==> config.mk <==
export PLATFORM = sky130hd
export DESIGN_NAME = tree_image_loader
export DESIGN_NICKNAME = d
export VERILOG_FILES = /design/src/rtl/tree_image_loader.sv
export SDC_FILE = /design/constraint.sdc
export NUM_CORES = 1
export LEC_CHECK = 0
export BUFFER_PORTS_ARGS = -buffer_cell sky130_fd_sc_hd__clkbuf_2
export CORE_UTILIZATION = 50
export DETAILED_ROUTE_END_ITERATION = 8
export PLACE_DENSITY = 0.79
export SLEW_MARGIN = 0
export SYNTH_ARGS = -nofsm -noshare
export SYNTH_HDL_FRONTEND = slang
export SYNTH_SLANG_ARGS = --single-unit
==> constraint.sdc <==
create_clock -name clk -period 2.48 [get_ports clk]
set_clock_uncertainty 0.15 [all_clocks]
set_input_delay 0.248 -clock clk [delete_from_list [all_inputs] [get_ports clk]]
set_output_delay 0.248 -clock clk [all_outputs]
set_load 0.005 [all_outputs]
==> src/rtl/tree_image_loader.sv <==
// Decision-tree image loader: streams header, node/child words and checksum
// into the node and child SRAMs, validating pointers before the walk runs.
module tree_image_loader #(
  parameter int unsigned ADDR_W = 8,
  parameter int unsigned COEFF_W = 32,
  parameter int unsigned CHILD_W = 18,
  parameter logic [7:0] MAGIC = 8'hB5
) (
  input  logic               clk,
  input  logic               rst_n,
  input  logic               start,
  input  logic               s_valid,
  output logic               s_ready,
  input  logic [31:0]        s_data,
  output logic               node_we,
  output logic [ADDR_W-1:0]  node_addr,
  output logic [COEFF_W-1:0] node_wdata,
  output logic               child_we,
  output logic [ADDR_W-1:0]  child_addr,
  output logic [CHILD_W-1:0] child_wdata,
  output logic               busy,
  output logic               done,
  output logic               err,
  output logic [1:0]         err_code,
  output logic [ADDR_W:0]    nodes_loaded
);

  typedef enum logic [2:0] {
    IDLE, HDR, COEFF, CHILD, CHK, DONE, ERR
  } state_t;

  localparam logic [ADDR_W:0] ONE  = {{ADDR_W{1'b0}}, 1'b1};
  localparam logic [ADDR_W:0] NMAX = {1'b1, {ADDR_W{1'b0}}};

  state_t             state_q, state_d;
  logic [ADDR_W:0]    n_q;
  logic [ADDR_W-1:0]  idx_q;
  logic [31:0]        csum_q;

  logic               beat;
  logic [ADDR_W:0]    n_in, pa, pb, idx_x, n_m1;
  logic               hdr_ok, ok_a, ok_b, child_ok, last;
  logic               idle_like;

  assign beat  = s_valid && s_ready;
  assign n_in  = s_data[ADDR_W:0];
  assign hdr_ok = (s_data[31:24] == MAGIC) &&
                  (n_in != '0) && (n_in <= NMAX);

  // Non-class fields must point inside the tree and never to themselves
  assign idx_x = {1'b0, idx_q};
  assign pa    = (ADDR_W+1)'(s_data[16:9]);
  assign pb    = (ADDR_W+1)'(s_data[7:0]);
  assign ok_a  = s_data[17] || ((pa < n_q) && (pa != idx_x));
  assign ok_b  = s_data[8]  || ((pb < n_q) && (pb != idx_x));
  assign child_ok = ok_a && ok_b && (s_data[31:CHILD_W] == '0);
  assign n_m1  = n_q - ONE;
  assign last  = (idx_x == n_m1);
  assign idle_like = (state_q == IDLE) || (state_q == DONE) ||
                     (state_q == ERR);

  always_ff @(posedge clk or negedge rst_n) begin
    if (!rst_n) state_q <= IDLE;
    else        state_q <= state_d;
  end

  always_comb begin
    state_d = state_q;
    unique case (state_q)
      IDLE, DONE, ERR: if (start) state_d = HDR;
      HDR:   if (beat) state_d = hdr_ok ? COEFF : ERR;
      COEFF: if (beat) state_d = CHILD;
      CHILD: if (beat) state_d = !child_ok ? ERR :
                                 last ? CHK : COEFF;
      CHK:   if (beat) state_d = (s_data == csum_q) ? DONE : ERR;
      default: state_d = IDLE;
    endcase
  end

  always_comb begin
    busy = 1'b0;
    unique case (1'b1)
      state_q == HDR,
      state_q == COEFF,
      state_q == CHILD,
      state_q == CHK: busy = 1'b1;
      default:        busy = 1'b0;
    endcase
    s_ready = busy;
  end

  always_ff @(posedge clk or negedge rst_n) begin
    if (!rst_n) begin
      n_q          <= '0;
      idx_q        <= '0;
      csum_q       <= '0;
      node_we      <= 1'b0;
      node_addr    <= '0;
      node_wdata   <= '0;
      child_we     <= 1'b0;
      child_addr   <= '0;
      child_wdata  <= '0;
      done         <= 1'b0;
      err          <= 1'b0;
      err_code     <= 2'b00;
      nodes_loaded <= '0;
    end else begin
      node_we  <= 1'b0;
      child_we <= 1'b0;
      if (idle_like && start) begin
        done         <= 1'b0;
        err          <= 1'b0;
        err_code     <= 2'b00;
        nodes_loaded <= '0;
        csum_q       <= '0;
        idx_q        <= '0;
      end
      if (beat) begin
        unique case (state_q)
          HDR: begin
            if (hdr_ok) begin
              n_q    <= n_in;
              csum_q <= csum_q ^ s_data;
            end else begin
              err      <= 1'b1;
              err_code <= 2'b01;
            end
          end
          COEFF: begin
            node_we    <= 1'b1;
            node_addr  <= idx_q;
            node_wdata <= s_data[COEFF_W-1:0];
            csum_q     <= csum_q ^ s_data;
          end
          CHILD: begin
            if (child_ok) begin
              child_we     <= 1'b1;
              child_addr   <= idx_q;
              child_wdata  <= s_data[CHILD_W-1:0];
              nodes_loaded <= nodes_loaded + ONE;
              csum_q       <= csum_q ^ s_data;
              if (!last) idx_q <= idx_q + ADDR_W'(1);
            end else begin
              err      <= 1'b1;
              err_code <= 2'b10;
            end
          end
          CHK: begin
            if (s_data == csum_q) begin
              done <= 1'b1;
            end else begin
              err      <= 1'b1;
              err_code <= 2'b11;
            end
          end
          default: ;
        endcase
      end
    end
  end

endmodule

==> summary.txt <==
Synthesis
  – Mux contribution to synthesized area: 7.16%
  – Synthesized area: 7040 um2
  – Synth warnings: 0
  – Post-synthesis adder-cell area fraction: 3.02%
  – Synth Instances: 727
  – Synth Area in Compound Gates: 12.1%
  – Synthesis-stage register bit count: 133
  – Cell taking the most area after synthesis: dfrtp_1
  – Most frequent cells after synthesis: nand2_1 (145), dfrtp_1 (133), a21oi_1 (51), xor2_1 (49), clkbuf_1 (40)
  – Post-synth top area share: 47.3%
  – Seq/Total Area, Yosys: 47.3%
  – Most common cell in the synthesized netlist: nand2_1
  – Net Count, Synth: 780
  – Main combinational cell family by area after synthesis: simple AND/OR/NAND/NOR gates
  – Avg Cell Area, Syn: 9.68 um2
  – XOR/XNOR Fraction of Synth Area: 7.47%
  – Synth unique cells: 57
  – Primary FF master, synth: dfrtp_1
  – Number of flops mapped to enable cells by yosys: 0
  – Ys async rst share: 100%
  – Top post-synthesis cells by area: dfrtp_1 (47%), nand2_1 (7.7%), xor2_1 (6.1%)
  – Post-Synth Simple-Gate Area: 18.4%

Layout
  – Antenna cell count: 0
  – Sequential cell area: 3330 um2
  – Layout area overhead: 40.6%
  – Multi-input gate area: 4040 um2
  – Final #Nets: 962
  – Layout cells sized above 1: 39.7%
  – Fill cell count: 861
  – Finished Core Util: 73.3%

Power
  – PD cells: 920 nW/um2
  – Total power draw: 9.10 mW
  – Leakage: 4.75 nW
  – VDD IR max: 0.560 mV

Floorplan
  – CORE AREA: 13500 um2
  – Initial core utilization: 52.1%
  – Die H: 121 um
  – Die X: 121 um
  – IO Count: 119
  – Rows: 42
  – Area of the die: 14600 um2

GRT
  – First-pass GRT wire length: 32800 um
  – Vias in the first global route: 6203
  – All-Layer GR Usage: 29.7%
  – GRT Residual Overflow: 0
  – Pin count of the biggest net entering global routing: 60
  – Initial antenna violation count: 0

Detailed routing
  – Drt wl/cell: 22.3 um
  – Routed wire length: 24500 um
  – First-pass DRT Iterations: 5
  – Via Count: 6815
  – DRC Markers: 0
  – Number of routed nets with antenna violations: 0
  – Iter 0 DRT Violations: 750
  – Post-DR vias/cell: 6.21

Clock network
  – Clk root buf: clkbuf_16
  – CTS clock-pin slew for the worst setup and hold paths: 0.06 ns
  – CTS sink count: 133
  – Total CTS buffers: 17
  – Clock Latency Late Sink: 0.44 ns
  – # H-tree levels: 4
  – CTS tree: done
  – Clk buf depth: 2

Worst hold path
  – Hold path cells: 4
  – Worst Hold Class: in -> reg

Critical path
  – Critical Path AT: 2.94 ns
  – Reg2Reg Depth: 11
  – CP max FO: 9
  – CP peak stage delay: 0.42 ns
  – Worst path cell trace: inv_2, buf_4, ha_1, nor3_1, o21ai_2, o311ai_4, nand3_2, nor3_4, buf_6, buf_16, mux2_4
  – CP endpoint kind: flop
  – CP Class: reg -> reg
  – Critical Path RT: 2.65 ns
  – CP Launch Type: flop
  – Slowest-stage cell, CP: dfrtp_1

STA
  – Minimum clock period: 2.77 ns
  – Fin. Hold Viols: 0
  – RSZ-0062 raised after global routing: true
  – Max-Slew Margin vs Limit: 61.8%
  – Fin Setup TNS: -13.14 ns
  – Fmax achieved: 361 MHz
  – Tcrit/Tclk final: 112%
  – Final setup margin: -0.290 ns
  – Final setup viols: 78
  – Worst-margin pin slew: 0.573 ns
  – Final slew viol count: 0

Placed design
  – Number of port buffers: 118
  – Dpl ws: -0.173 ns
  – RePlAce Congestion: 0.937
  – Hpwl dp: 13500 um

Status
  – Failing checks: negative setup slack
  – Status: finished, violations left

Run
  – Number of max-cap violations: 0
worst max-delay path: cells and delay by family, from the launching register on:
kind	cells	cell delay, ns
buffers and inverters	4	0.55
AOI/OAI and AO/OA	2	0.28
muxes	1	0.31
and+or+nand+nor	3	0.75
DFF	1	0.42
adders and majority gates	1	0.18
cell type report:
cell class                 instances  share of cell area (%)
multi-input combinational        522                    40.8
sequential                       133                    33.6
timing repair buffer             218                    16.3
clock buffer                      17                    4.30
tap                              176                    2.23
clock inverter                    15                    2.07
inverter                          17                   0.645
per-layer routing:
| metal | vias up | GRT usage, % | wire (um) |
|---|---|---|---|
| met5 | - | 0 | 0 |
| li1 | 2906 | - | - |
| met3 | 113 | 5.99 | 2180 |
| met2 | 463 | 45.6 | 11600 |
| met1 | 3333 | 40.0 | 9560 |
| met4 | 0 | 14.9 | 1140 |
path summary, 6_finish.rpt:
kind	startpoint	end	slack [ns]
max	n_q[2]$_DFFE_PN0P_	child_wdata[13]$_DFFE_PN0P_	-0.29
min	s_data[21]	node_wdata[21]$_DFFE_PN0P_	0.005
max reg2reg	n_q[2]$_DFFE_PN0P_	child_wdata[13]$_DFFE_PN0P_	-0.29
min reg2reg	node_addr[1]$_DFFE_PN0P_	node_addr[1]$_DFFE_PN0P_	0.32
max in group asynchronous	rst_n	n_q[4]$_DFFE_PN0P_	1.25
min in group asynchronous	rst_n	node_wdata[23]$_DFFE_PN0P_	0.18
kinds of logic (layout without fill, tap and decap cells):
logic type / Yosys count / count (layout)
adder cells (fa/ha/maj): 17 / 17
multiplexers: 46 / 46
buffers and inverters: 72 / 267
AO/OA/AOI/OAI: 137 / 137
AND/OR/NAND/NOR: 262 / 262
flip-flops: 133 / 133
XOR/XNOR: 60 / 60
state kept, by name, indices dropped and copies added (netlist names):
name and flops:
node_we 1, n_q 9, node_addr 8, nodes_loaded 9
done 1, idx_q 8, err_code 2, child_we 1
child_addr 8, csum_q 32, state_q 3, node_wdata 32
child_wdata 18, err 1
what timing repair did:
action	CTS	global route
endpoints found under the setup margin	76	82
endpoints found under the hold margin	54	0
hold buffers	5	0
cloned	2	9
pin swaps	15	24
gates resized for setup	31	103
setup buffers	3	7
placed cells by master (no fill, tap or decap), types with 5 or more instances in the layout:
cell type and n:
nand2b_1 33, clkbuf_2 117, a21oi_1 36, nor2_1 11
nand2_1 142, dfrtp_1 132, ha_1 12, mux2_2 10
dlygate4sd3_1 5, clkbuf_16 23, inv_2 7, mux2i_1 11
nor4_1 12, a31oi_1 24, ha_4 5, buf_4 70
a31oi_4 8, xnor2_1 8, a31o_2 5, mux2_4 25
buf_6 12, inv_1 9, a21oi_2 13, and3_1 5
buf_12 5, o21ai_0 9, nand3_1 7, xor2_1 48
nand4_1 11
power by group:
part           switching, mW  internal, mW
sequential             0.488          2.74
combinational           1.80          1.35
clock                   1.05          1.69
stage by stage:
| step | hold WS [ns] | cell area, um2 | std cells |
|---|---|---|---|
| floorplan | -0.198 | 7080 | 727 |
| global placement | 0.0769 | 8270 | 1042 |
| detailed placement | 0.0784 | 8270 | 1042 |
| CTS | 0.00542 | 9190 | 1084 |
| global route | 0.0352 | 9900 | 1098 |
| finish | 0.00516 | 9900 | 1098 |
No activity file was read; power rests on OpenSTA's default activity.
